==> src/rtl/alarm_pkg.sv <==
// rtl/alarm_pkg.sv - state encoding and field limits shared by the alarm-set logic
package alarm_pkg;

    typedef enum logic [1:0] {
        IDLE     = 2'd0,
        SET_HOUR = 2'd1,
        SET_MIN  = 2'd2
    } state_t;

    localparam int HOUR_MAX = 23;
    localparam int MIN_MAX  = 59;
    localparam int HOUR_W   = 5;
    localparam int MIN_W    = 6;

endpackage

==> src/rtl/alarm_set_fsm_wrap_counter.sv <==
// rtl/alarm_set_fsm_wrap_counter.sv - loadable mod-(MAX+1) up/down counter for one shadow field
module wrap_counter #(
    parameter int W   = 6,
    parameter int MAX = 59
) (
    input  logic         clk,
    input  logic         load,
    input  logic [W-1:0] load_value,
    input  logic         inc,
    input  logic         dec,
    output logic [W-1:0] count
);

    // load has priority; inc and dec together cancel out
    always_ff @(posedge clk) begin
        if (load) begin
            count <= load_value;
        end else if (inc && !dec) begin
            count <= (count == W'(MAX)) ? '0 : count + W'(1);
        end else if (dec && !inc) begin
            count <= (count == '0) ? W'(MAX) : count - W'(1);
        end
    end

endmodule

==> src/rtl/alarm_set_fsm.sv <==
// rtl/alarm_set_fsm.sv - button-driven alarm time editor with shadow registers and timeout
// Optional blink mask generation is enabled by defining BLINK_EN.
module alarm_set_fsm
    import alarm_pkg::*;
#(
    parameter int TIMEOUT_TICKS = 10,
    parameter int RESET_HOUR    = 7,
    parameter int RESET_MIN     = 0
) (
    input  logic              clk,
    input  logic              rst,
    input  logic              tick_1hz,
    input  logic              mode_pulse,
    input  logic              up_pulse,
    input  logic              down_pulse,
    input  logic              arm_pulse,
    output logic [HOUR_W-1:0] alarm_hour,
    output logic [MIN_W-1:0]  alarm_min,
    output logic [HOUR_W-1:0] edit_hour,
    output logic [MIN_W-1:0]  edit_min,
    output logic              editing,
    output logic              edit_field,
    output logic              alarm_armed,
    output logic              commit,
    output logic              blank_hour,
    output logic              blank_min
);

    localparam int CNT_W = $clog2(TIMEOUT_TICKS + 1);

    state_t            state, state_next;
    logic [CNT_W-1:0]  idle_cnt, idle_cnt_next;
    logic              armed_next;
    logic              commit_next;
    logic              shadow_load;
    logic              hour_inc, hour_dec, min_inc, min_dec;
    logic              any_btn;

    assign any_btn = mode_pulse | up_pulse | down_pulse | arm_pulse;

    always_ff @(posedge clk) begin
        if (rst) begin
            state       <= IDLE;
            idle_cnt    <= '0;
            alarm_hour  <= HOUR_W'(RESET_HOUR);
            alarm_min   <= MIN_W'(RESET_MIN);
            alarm_armed <= 1'b0;
            commit      <= 1'b0;
        end else begin
            state       <= state_next;
            idle_cnt    <= idle_cnt_next;
            alarm_armed <= armed_next;
            commit      <= commit_next;
            if (commit_next) begin
                alarm_hour <= edit_hour;
                alarm_min  <= edit_min;
            end
        end
    end

    always_comb begin
        state_next    = state;
        idle_cnt_next = idle_cnt;
        armed_next    = alarm_armed;
        commit_next   = 1'b0;
        shadow_load   = 1'b0;
        hour_inc      = 1'b0;
        hour_dec      = 1'b0;
        min_inc       = 1'b0;
        min_dec       = 1'b0;

        case (state)
            IDLE: begin
                idle_cnt_next = '0;
                if (arm_pulse) armed_next = ~alarm_armed;
                if (mode_pulse) begin
                    state_next  = SET_HOUR;
                    shadow_load = 1'b1;
                end
            end
            SET_HOUR: begin
                if (mode_pulse) begin
                    state_next = SET_MIN;
                end else begin
                    hour_inc = up_pulse;
                    hour_dec = down_pulse;
                end
            end
            SET_MIN: begin
                if (mode_pulse) begin
                    state_next  = IDLE;
                    commit_next = 1'b1;
                end else begin
                    min_inc = up_pulse;
                    min_dec = down_pulse;
                end
            end
            default: state_next = IDLE;
        endcase

        // a button on the expiring tick keeps the edit alive
        if (state == SET_HOUR || state == SET_MIN) begin
            if (any_btn) begin
                idle_cnt_next = '0;
            end else if (tick_1hz) begin
                if (idle_cnt == CNT_W'(TIMEOUT_TICKS - 1)) begin
                    idle_cnt_next = '0;
                    state_next    = IDLE;
                    shadow_load   = 1'b1;
                end else begin
                    idle_cnt_next = idle_cnt + CNT_W'(1);
                end
            end
        end
    end

    wrap_counter #(.W(HOUR_W), .MAX(HOUR_MAX)) u_hour (
        .clk        (clk),
        .load       (rst | shadow_load),
        .load_value (rst ? HOUR_W'(RESET_HOUR) : alarm_hour),
        .inc        (hour_inc),
        .dec        (hour_dec),
        .count      (edit_hour)
    );

    wrap_counter #(.W(MIN_W), .MAX(MIN_MAX)) u_min (
        .clk        (clk),
        .load       (rst | shadow_load),
        .load_value (rst ? MIN_W'(RESET_MIN) : alarm_min),
        .inc        (min_inc),
        .dec        (min_dec),
        .count      (edit_min)
    );

    assign editing    = (state == SET_HOUR) || (state == SET_MIN);
    assign edit_field = (state == SET_MIN);

`ifdef BLINK_EN
    logic phase;

    always_ff @(posedge clk) begin
        if (rst || state == IDLE || state_next == IDLE) begin
            phase <= 1'b0;
        end else if (up_pulse || down_pulse) begin
            phase <= 1'b0;
        end else if (tick_1hz) begin
            phase <= ~phase;
        end
    end

    assign blank_hour = phase && (state == SET_HOUR);
    assign blank_min  = phase && (state == SET_MIN);
`else
    assign blank_hour = 1'b0;
    assign blank_min  = 1'b0;
`endif

endmodule
==> config.mk <==
export PLATFORM = sky130hd
export DESIGN_NAME = alarm_set_fsm
export DESIGN_NICKNAME = d
export VERILOG_FILES = /design/src/rtl/alarm_pkg.sv /design/src/rtl/alarm_set_fsm_wrap_counter.sv /design/src/rtl/alarm_set_fsm.sv
export SDC_FILE = /design/constraint.sdc
export NUM_CORES = 1
export LEC_CHECK = 0
export ABC_CLOCK_PERIOD_IN_PS = 2900
export BUFFER_PORTS_ARGS = -buffer_cell sky130_fd_sc_hd__buf_4
export CAP_MARGIN = 5
export CELL_PAD_IN_SITES_DETAIL_PLACEMENT = 1
export CELL_PAD_IN_SITES_GLOBAL_PLACEMENT = 2
export CORE_ASPECT_RATIO = 2
export CORE_MARGIN = 1
export CORE_UTILIZATION = 33
export CTS_CLUSTER_DIAMETER = 60
export DETAILED_ROUTE_END_ITERATION = 8
export PLACE_DENSITY = 0.83
export SLEW_MARGIN = 15
export SYNTH_ARGS = -nofsm -noshare
export SYNTH_HDL_FRONTEND = slang
export SYNTH_SLANG_ARGS = --single-unit
export TNS_END_PERCENT = 50
==> constraint.sdc <==
create_clock -name clk -period 2.9 [get_ports clk]
set_input_delay 0.725 -clock clk [delete_from_list [all_inputs] [get_ports clk]]
set_output_delay 0.725 -clock clk [all_outputs]
set_load 0.02 [all_outputs]
==> results of run 1 <==
## power groups by stage
stage | sequential [mW] | combinational, mW | clock (mW)
after global placement | 0.560 | 0.358 | 0
final | 0.551 | 0.361 | 0.493
after detailed placement | 0.560 | 0.363 | 0
after CTS | 0.553 | 0.365 | 0.508
after global routing | 0.559 | 0.395 | 0.523
after floorplan | 0.565 | 0.238 | 0
## per-stage QoR
step / instances / power, mW
5_1_grt: 319 / 1.48
4_1_cts: 319 / 1.43
6_report: 319 / 1.40
2_1_floorplan: 233 / 0.804
3_5_place_dp: 311 / 0.923
3_3_place_gp: 311 / 0.918
## Yosys cell counts, types with 3 or more instances
library cell  instances
clkbuf_1             10
inv_1                12
a211o_1               4
ha_1                 13
nor2_1               18
a32oi_1               3
nand2_1              37
a22oi_1               3
nand3_1               7
nand3b_1             10
dfxtp_1              19
nor3_1                4
o21ai_0               9
o21ai_2               8
a211oi_1              3
a31oi_1               3
xor2_1                4
edfxtp_1             11
buf_4                 3
a21oi_1              15
## worst max-delay path: stages, from the launching register on
cell,delay (ns)
dfxtp_1,0.41
inv_1,0.10
ha_1,0.39
nand2_1,0.15
and2b_4,0.22
a221oi_2,0.42
nand2_1,0.33
## registers in the layout, indices dropped and copies added (netlist names)
| register | count |
|---|---|
| u_hour.count | 5 |
| idle_cnt | 4 |
| alarm_armed | 1 |
| commit | 1 |
| alarm_hour | 5 |
| u_min.count | 6 |
| state | 2 |
| alarm_min | 6 |
## per-layer routing
metal	vias up	share of wire [%]	routed length [um]
met5	-	0	0
met4	0	1.4	73
met3	6	2.0	104
met2	26	56	2980
met1	879	40	2120
li1	873	-	-
## cells by family after synthesis
kind of cell	Yosys count	share of synthesized area [%]
AO/OA/AOI/OAI	60	21.6
adder cells (fa/ha/maj)	13	8.12
other	1	0.187
AND/OR/NAND/NOR	91	23.7
multiplexers	2	0.999
flip-flops	30	35.5
buffers and inverters	29	7.30
XOR/XNOR	6	2.62
## cell type report
cell class                 count  area (um2)
clock buffer                   6         129
clock inverter                 2        10.0
fill                         716        3380
inverter                      12        45.0
multi-input combinational    174        1150
sequential                    30         711
tap                           61        76.3
timing repair buffer          34         255
## worst paths after layout
check	from	to	slack, ns	depth (start not counted)
worst max-delay path	state[1]$_SDFF_PP0_	u_min.count[4]$_DFFE_PP_	0.56	6
worst min-delay path	alarm_min[2]$_SDFFE_PP0P_	alarm_min[2]$_SDFFE_PP0P_	0.48	2
worst max register to register	state[1]$_SDFF_PP0_	u_min.count[4]$_DFFE_PP_	0.56	6
worst min register to register	alarm_min[2]$_SDFFE_PP0P_	alarm_min[2]$_SDFFE_PP0P_	0.48	2
==> qor.yml, run 1 <==
synth-seq-area-share_pct: 35.5
busiest_layer: "met2"
max_slew_margin_pct: 63.8
post-place-ws_ns: 0.514
powerDensity_nw_per_um2: 591
p_leak_nw: 0.943
post_cts_resized: 0
crit_type: "reg -> reg"
cap_violations: 0
insertion_delay_ns: 0.27
placed_area_um2: 2240
failed_checks: "DRC"
seqPwrFrac_pct: 39.2
ys.flop_type: "dfxtp_1"
design_area_um2: 2380
hp-class: "reg -> reg"
power.internal_mw: 0.949
gp_congestion: 0.803
grt_max_degree: 32
synth_cell_types: 50
drt_iter0_markers: 40
die-area_um2: 6410
synth_top_cell_area_share_pct: 19.0
arrival_ns: 2.28
drtPass1Iterations: 6
row_count: 39
io_pins: 35
fin_nets: 277
die_x_um: 57.1
cts_tree: "done"
grtUsageMet3_pct: 2.42
synth-seq-cells: 30
path_max_fanout: 7
drtAntennaViolNets: 0
antenna_found_initial: 0
syn-instance-count: 232
ctsHoldBuffers: 0
start_kind: "register"
drc: 2
final.setup.tns_ns: 0
switchingPower_mw: 0.456
status: "complete, but fails checks"
peakVddDrop_v: 0.000294
cts_max_level: 2
async_flop_share_pct: 0
syn_area_per_cell_um2: 8.64
die-height_um: 112
final.min_clock_period_ns: 2.34
drive_above_1_share_pct: 22.5
clk_pin_slew_ns: 0.05
met1_usage_pct: 19.3
p_sw_share_pct: 32.4
synth.largest_area_cell: "dfxtp_1"
grt_pass1_vias: 1811
via_count: 1784
grt_setup_unrepaired: "false"
hpwl_um: 3920
cts_root_buffer: "clkbuf_16"
ys_top_cells_by_area: "dfxtp_1 19%, edfxtp_1 16%, ha_1 8.1%"
crit_path_end_kind: "register"
cts_buffers: 5
finalHoldViolCount: 0
cts_setup_buffers: 0
final_common_cell: "nand2_1"
timing.final.ws_setup_ns: 0.564
skew_ns: 0.00447
wl_um: 5280
cp.required_ns: 2.85
ys_warn_count: 0
grtUsageMet2_pct: 33.3
synth_edf_count: 11
wl_per_cell_um: 16.6
final-max-slew-violation-count: 0
coreArea_um2: 5760
worst_slew_pin_slew_ns: 0.541
fmax_mhz: 428
syn_to_final_growth_pct: 18.6
clk_path_buf_depth: 2
track_usage_pct: 17.7
post-route-util_pct: 41.3
grt_pass1_wl_um: 8770
setup_viol: 0
syn_area_um2: 2000
power_frac_clock_pct: 35.1
antennaDiodeCount: 0
vias_per_cell: 5.59
final_cell_mix: "37 x nand2_1, 34 x buf_4, 19 x dfxtp_1, 18 x nor2_1, 15 x a21oi_1"
grt_overflow: 0
hold_ws_ns: 0.480
min_period_over_period_pct: 80.5
start_util_pct: 34.8
clock_sinks: 30
pwr-share-comb_pct: 25.7
port_buffers: 32
Note: power is estimated with default switching activity, not from simulation.
==> run 2, diff against run 1 <==
Settings changed: ABC_CLOCK_PERIOD_IN_PS 2900 to 1960, CORE_UTILIZATION 33 to 30, PLACE_DENSITY 0.83 to 0.79.
Clock period 2.9 ns to 1.96 ns, I/O delays scaled along.
==> qor.yml, run 2 (synthesis gave the netlist of run 1 again) <==
p_leak_nw: 1.17  # +23%
grt_max_degree: 29  # -9.4%
cts_max_level: 2  # unchanged
clk_path_buf_depth: 2  # unchanged
grt_overflow: 0  # unchanged
instances_no_fill: 385  # +21%
min-delay-start: "alarm_hour[4]$_SDFFE_PP0P_"
final.min_clock_period_ns: 1.91  # -0.425 ns
grt_pass1_wl_um: 9730  # +11%
powerDensity_nw_per_um2: 800  # +35%
worstHoldPathCells: 2  # unchanged
start_util_pct: 31.5  # -3.3 points
path_max_fanout: 7  # unchanged
start_kind: "register"
placed_cells: 371  # +19%
ctsHoldBuffers: 0  # unchanged
clock_sinks: 30  # unchanged
reg2reg_depth: 7  # +1
hp-class: "reg -> reg"
clk_pin_slew_ns: 0.05  # about the same
drive_above_1_share_pct: 38.5  # +16 points
antenna_found_initial: 0  # unchanged
skew_ns: 0.00605  # +0.00158 ns
via_count: 1936  # +8.5%
status: "completed"
syn_to_final_growth_pct: 41.8
fmax_mhz: 523  # +22%
final_common_cell: "buf_4"
crit_type: "reg -> reg"
post-route-util_pct: 44.7  # +3.4 points
arrival_ns: 1.94  # -0.34 ns
cts_tree: "done"
track_usage_pct: 18.6  # +0.86 points
reg_top3: "alarm_min: 6 flops, u_min.count: 6 flops"
crit_path_end_kind: "register"
insertion_delay_ns: 0.28  # about the same
wl_um: 5920  # +12%
finalHoldViolCount: 0  # unchanged
r2r_setup_slack_ns: 0.05  # -0.52 ns
grt_pass1_vias: 2023  # +12%
antennaDiodeCount: 0  # unchanged
final-max-slew-violation-count: 0  # unchanged
coreArea_um2: 6360  # +10%
setup_viol: 0  # unchanged
vias_per_cell: 5.03  # -10%
min_period_over_period_pct: 97.5  # +17 points
cts_root_buffer: "clkbuf_16"
drtAntennaViolNets: 0  # unchanged
fin_nets: 318  # +15%
drtPass1Iterations: 4  # -2
cap_violations: 0  # unchanged
placed_area_um2: 2580  # +15%
wl_per_cell_um: 15.4  # -7.1%
peakVddDrop_v: 0.000403  # +37%
worstReg2RegStart: "state[1]$_SDFF_PP0_"
drc: 0  # -2
grt_setup_unrepaired: "true"
port_buffers: 32  # unchanged
die-height_um: 118  # +4.8%
drt_iter0_markers: 50  # +25%
hold_path_end: "alarm_hour[4]$_SDFFE_PP0P_"
regToRegEndpoint: "u_min.count[3]$_DFFE_PP_"
die_x_um: 59.8  # +4.7%
hpwl_um: 4620  # +18%
final_cell_mix: "70 x buf_4, 36 x nand2_1, 18 x nor2_1, 17 x dfxtp_1, 15 x a21oi_1"
die-area_um2: 7030  # +9.7%
io_pins: 35  # unchanged
design_area_um2: 2840  # +20%
gp_congestion: 0.796  # -0.88%
cp.required_ns: 1.99  # -0.86 ns
row_count: 41  # +5.1%
cts_buffers: 5  # unchanged
==> run 2: cell types whose count changed in the layout (fill, tap and decap cells not counted), sizes merged <==
cell / change
buf: +41
==> run 2: cell type report <==
cell class | count | area, um2
flip-flops and latches | 30 | 716
inverters | 12 | 47.5
clock buffers | 6 | 129
fillers | 795 | 3520
multi-input cells | 174 | 1240
repair buffers | 75 | 591
well taps | 86 | 108
clock inverters | 2 | 8.76
==> run 2: worst max-delay path by stage <==
stage / slack (ns) / endpoint / from / cells past startpoint
6_report: 0.05 / u_min.count[3]$_DFFE_PP_ / state[1]$_SDFF_PP0_ / 7
5_1_grt: -0.02 / u_min.count[3]$_DFFE_PP_ / state[1]$_SDFF_PP0_ / 7
4_1_cts: 0.02 / u_hour.count[3]$_DFFE_PP_ / u_hour.count[0]$_DFFE_PP_ / 6
3_5_place_dp: -0.07 / u_min.count[4]$_DFFE_PP_ / mode_pulse / 8
3_3_place_gp: -0.09 / u_min.count[4]$_DFFE_PP_ / mode_pulse / 8
2_1_floorplan: -0.01 / u_min.count[2]$_DFFE_PP_ / state[1]$_SDFF_PP0_ / 9
==> run 2: layer usage <==
layer,wire (um),up-vias,track usage (%),part of all wire [%]
met5,0,-,0,0
met4,162,0,9.45,2.7
met3,99,8,2.75,1.7
met2,3410,28,34.2,58
met1,2250,944,18.9,38
li1,-,956,-,-
==> run 2: per-stage QoR <==
| stage | total power, mW | hold WS [ns] | worst slack, ns | setup TNS, ns |
|---|---|---|---|---|
| 2_1_floorplan | 1.21 | 0.522 | -0.0149 | -0.0149 |
| 3_3_place_gp | 1.49 | 0.468 | -0.0850 | -0.234 |
| 3_5_place_dp | 1.51 | 0.470 | -0.0680 | -0.320 |
| 4_1_cts | 2.26 | 0.477 | 0.0173 | 0 |
| 5_1_grt | 2.39 | 0.505 | -0.0233 | -0.0539 |
| 6_report | 2.28 | 0.473 | 0.0494 | 0 |
==> run 2: what timing repair did <==
action	CTS	global route
resized for setup	4	19
pin swaps	3	2
buffers inserted	2	5
setup endpoints to repair	8	13
==> run 2: worst max-delay path, stage by stage (launching register included) <==
cell and delay, ns:
dfxtp_2 0.32, buf_4 0.14, ha_2 0.17, nor4bb_4 0.15, buf_6 0.13, or4_4 0.43
a311oi_2 0.25, o21ai_2 0.07
==> run 2: report_power, final <==
group          leakage (nW)  internal, mW  switching (mW)
Clock                0.0683         0.463           0.279
Combinational         0.829         0.353           0.393
Sequential            0.268         0.716          0.0702
==> run 3, diff against run 2 <==
Settings changed: ABC_AREA set to 1, CORE_UTILIZATION 30 to 28, CTS_CLUSTER_SIZE set to 8.
==> qor.yml, run 3 <==
status: "completed"
cts_tree: "done"
crit_path_end_kind: "output port"
grt_pass1_vias: 1988  # -1.7%
cts_root_buffer: "clkbuf_16"
ys.flop_type: "dfxtp_1"
drt_iter0_markers: 64  # +28%
fmax_mhz: 531  # +1.4%
p_leak_nw: 1.20  # +3.0%
setup_viol: 0  # unchanged
die-area_um2: 7540  # +7.2%
final_common_cell: "nand2_1"
crit_buf_inv: 3  # +1
finalHoldViolCount: 0  # unchanged
drtPass1Iterations: 4  # unchanged
syn-instance-count: 277  # +19%
hpwl_um: 4850  # +5.0%
cap_violations: 0  # unchanged
io_pins: 35  # unchanged
crit_type: "reg -> out"
grt_pass1_wl_um: 9490  # -2.4%
placed_area_um2: 2370  # -8.1%
final.min_clock_period_ns: 1.88  # -0.0259 ns
cp_common_cell: "buf_4"
coreArea_um2: 6940  # +9.1%
startpoint: "state[0]$_SDFF_PP0_"
die-height_um: 122  # +3.5%
grt_max_degree: 18  # -38%
power_frac_clock_pct: 36.7  # +4.1 points
met1_usage_pct: 17.3  # -1.6 points
synth_most_common_cell: "nand2_1"
reg2reg_depth: 6  # -1
endpoint: "editing"
row_count: 43  # +4.9%
synth_top_cell_area_share_pct: 18.9  # -0.035 points
grtUsageMet3_pct: 2.34  # -0.41 points
syn_to_final_growth_pct: 26.7
grtUsageMet2_pct: 33.5  # -0.63 points
cp.required_ns: 1.47  # -0.52 ns
cts_max_level: 2  # unchanged
syn_area_per_cell_um2: 7.25  # -16%
drtAntennaViolNets: 0  # unchanged
min_period_over_period_pct: 96.2  # -1.3 points
ctsHoldBuffers: 0  # unchanged
path_cells: "inv_1 > ha_1 > buf_4 > buf_4"
pwr-share-comb_pct: 29.0  # -3.8 points
regToRegEndpoint: "u_hour.count[3]$_DFFE_PP_"
async_flop_share_pct: 0  # unchanged
power.internal_mw: 1.58  # +3.3%
r2r_setup_slack_ns: 0.11  # +0.06 ns
synth.largest_area_cell: "dfxtp_1"
final-max-slew-violation-count: 0  # unchanged
critPathSlowestCell: "dfxtp_2"
worstReg2RegStart: "idle_cnt[1]$_SDFF_PP0_"
gp_congestion: 0.819  # +3.0%
insertion_delay_ns: 0.28  # about the same
antenna_found_initial: 0  # unchanged
vias_per_cell: 4.84  # -3.7%
powerDensity_nw_per_um2: 943  # +18%
track_usage_pct: 17.6  # -0.99 points
antennaDiodeCount: 0  # unchanged
path_max_fanout: 6  # -1
cts_setup_buffers: 0  # -2
peakVddDrop_v: 0.000372  # -7.6%
reg_top3: "alarm_min: 6 flops, u_min.count: 6 flops"
ys_top_cells_by_area: "dfxtp_1 19%, edfxtp_1 16%, nand2_1 14%"
arrival_ns: 1.39  # -0.55 ns
synth_edf_count: 11  # unchanged
cts_buffers: 5  # unchanged
ys_warn_count: 0  # unchanged
busiest_layer: "met2"
fin_total_pwr_mw: 2.40  # +5.4%
synth_cell_types: 30  # -40%
wl_um: 5910  # -0.22%
wl_per_cell_um: 14.5  # -5.6%
path_delay_family: "buffers and inverters"
seqPwrFrac_pct: 34.3  # -0.3 points
port_buffers: 32  # unchanged
fin_nets: 336  # +5.7%
design_area_um2: 2540  # -11%
synth-seq-area-share_pct: 35.4  # -0.066 points
start_kind: "register"
clk_pin_slew_ns: 0.05  # about the same
fill_cells: 877  # +10%
drive_above_1_share_pct: 21.1  # -17 points
via_count: 1970  # +1.8%
skew_ns: 0.00490  # -0.00114 ns
final_cell_mix: "76 x nand2_1, 40 x buf_4, 32 x nand3_1, 29 x inv_1, 19 x o21ai_0"
clock_sinks: 30  # unchanged
synth-seq-cells: 30  # unchanged
grt_overflow: 0  # unchanged
worstSetupPathDepth: 4  # -3
die_x_um: 61.9  # +3.5%
syn_area_um2: 2010  # +0.19%
synthTopCellsByCount: "76 x nand2_1, 32 x nand3_1, 29 x inv_1"
switchingPower_mw: 0.816  # +9.9%
cpPeakStageDelay_ns: 0.35  # -0.08 ns
hp-class: "in -> reg"
start_util_pct: 28.9  # -2.6 points
drc: 0  # unchanged
p_sw_share_pct: 34.0  # +1.4 points
clk_path_buf_depth: 2  # unchanged
run 3: cell types whose count changed in the layout (fill, tap and decap cells not counted), moves of 6 or more:
cell      previous run  this run
nand2_1             36        76
nand3b_1            10         0
buf_4               70        40
nand4_1              1         7
o21ai_0              6        19
o21ai_2              8         2
nand3_1              7        32
inv_1                9        29
run 3: worst min-delay path by stage:
stage | from | to | slack, ns | cells past startpoint
2_1_floorplan | idle_cnt[3]$_SDFF_PP0_ | idle_cnt[3]$_SDFF_PP0_ | 0.50 | 2
3_3_place_gp | alarm_armed$_SDFFE_PP0P_ | alarm_armed$_SDFFE_PP0P_ | 0.50 | 2
3_5_place_dp | alarm_hour[1]$_SDFFE_PP1P_ | alarm_hour[1]$_SDFFE_PP1P_ | 0.51 | 2
4_1_cts | rst | idle_cnt[3]$_SDFF_PP0_ | 0.46 | 2
5_1_grt | rst | idle_cnt[3]$_SDFF_PP0_ | 0.48 | 2
6_report | rst | idle_cnt[3]$_SDFF_PP0_ | 0.46 | 2
run 3: cell families after synthesis:
group	Yosys count	synth area share (%)
other	1	0.187
adders and majority gates	13	8.10
DFF	30	35.4
AOI/OAI and AO/OA	41	11.4
xor gates and xnor gates	5	2.18
buffers and inverters	40	8.72
and+or+nand+nor	147	34.0
run 3: routing by layer:
metal  up-vias  wire [um]
li1        988          -
met1       939       2190
met2        33       3450
met3        10        126
met4         0        147
met5         -          0
run 3: metrics by stage:
step / TNS, ns / setup WS (ns) / cells / hold WS (ns) / utilization, %
CTS: 0 / 0.0163 / 407 / 0.459 / 36.5
finish: 0 / 0.0753 / 407 / 0.458 / 36.7
global route: -0.00132 / -0.00132 / 407 / 0.476 / 36.7
global placement: 0 / 0.112 / 399 / 0.498 / 34.1
floorplan: 0 / 0.120 / 278 / 0.501 / -
detailed placement: 0 / 0.0922 / 399 / 0.514 / 34.1
run 3: cell type report:
type	count	area, um2	share of cell area (%)
multi-input cells	208	1130	44.6
repair buffers	40	300	11.8
clock buffers	5	125	4.92
clock inverters	3	40.0	1.57
well taps	90	113	4.43
flip-flops and latches	30	713	28.0
inverters	31	119	4.67
run 3: worst register-to-register path, stage by stage, from the launching register on:
cell and delay [ns]:
dfxtp_1 0.40, inv_1 0.06, ha_1 0.19, nand4_1 0.21, nor2_4 0.08, nor2_4 0.35, nand2_1 0.25
run 3: repair_timing:
action,in CTS,in global routing
hold endpoints to repair,0,0
gates resized for setup,0,4
endpoints found under the setup margin,0,16
run 3: power by group through the flow:
stage | clock, mW | combinational (mW) | sequential (mW)
6_report | 0.880 | 0.696 | 0.823
5_1_grt | 0.910 | 0.780 | 0.836
4_1_cts | 0.892 | 0.706 | 0.822
3_5_place_dp | 0 | 0.698 | 0.834
3_3_place_gp | 0 | 0.690 | 0.834
2_1_floorplan | 0 | 0.416 | 0.861
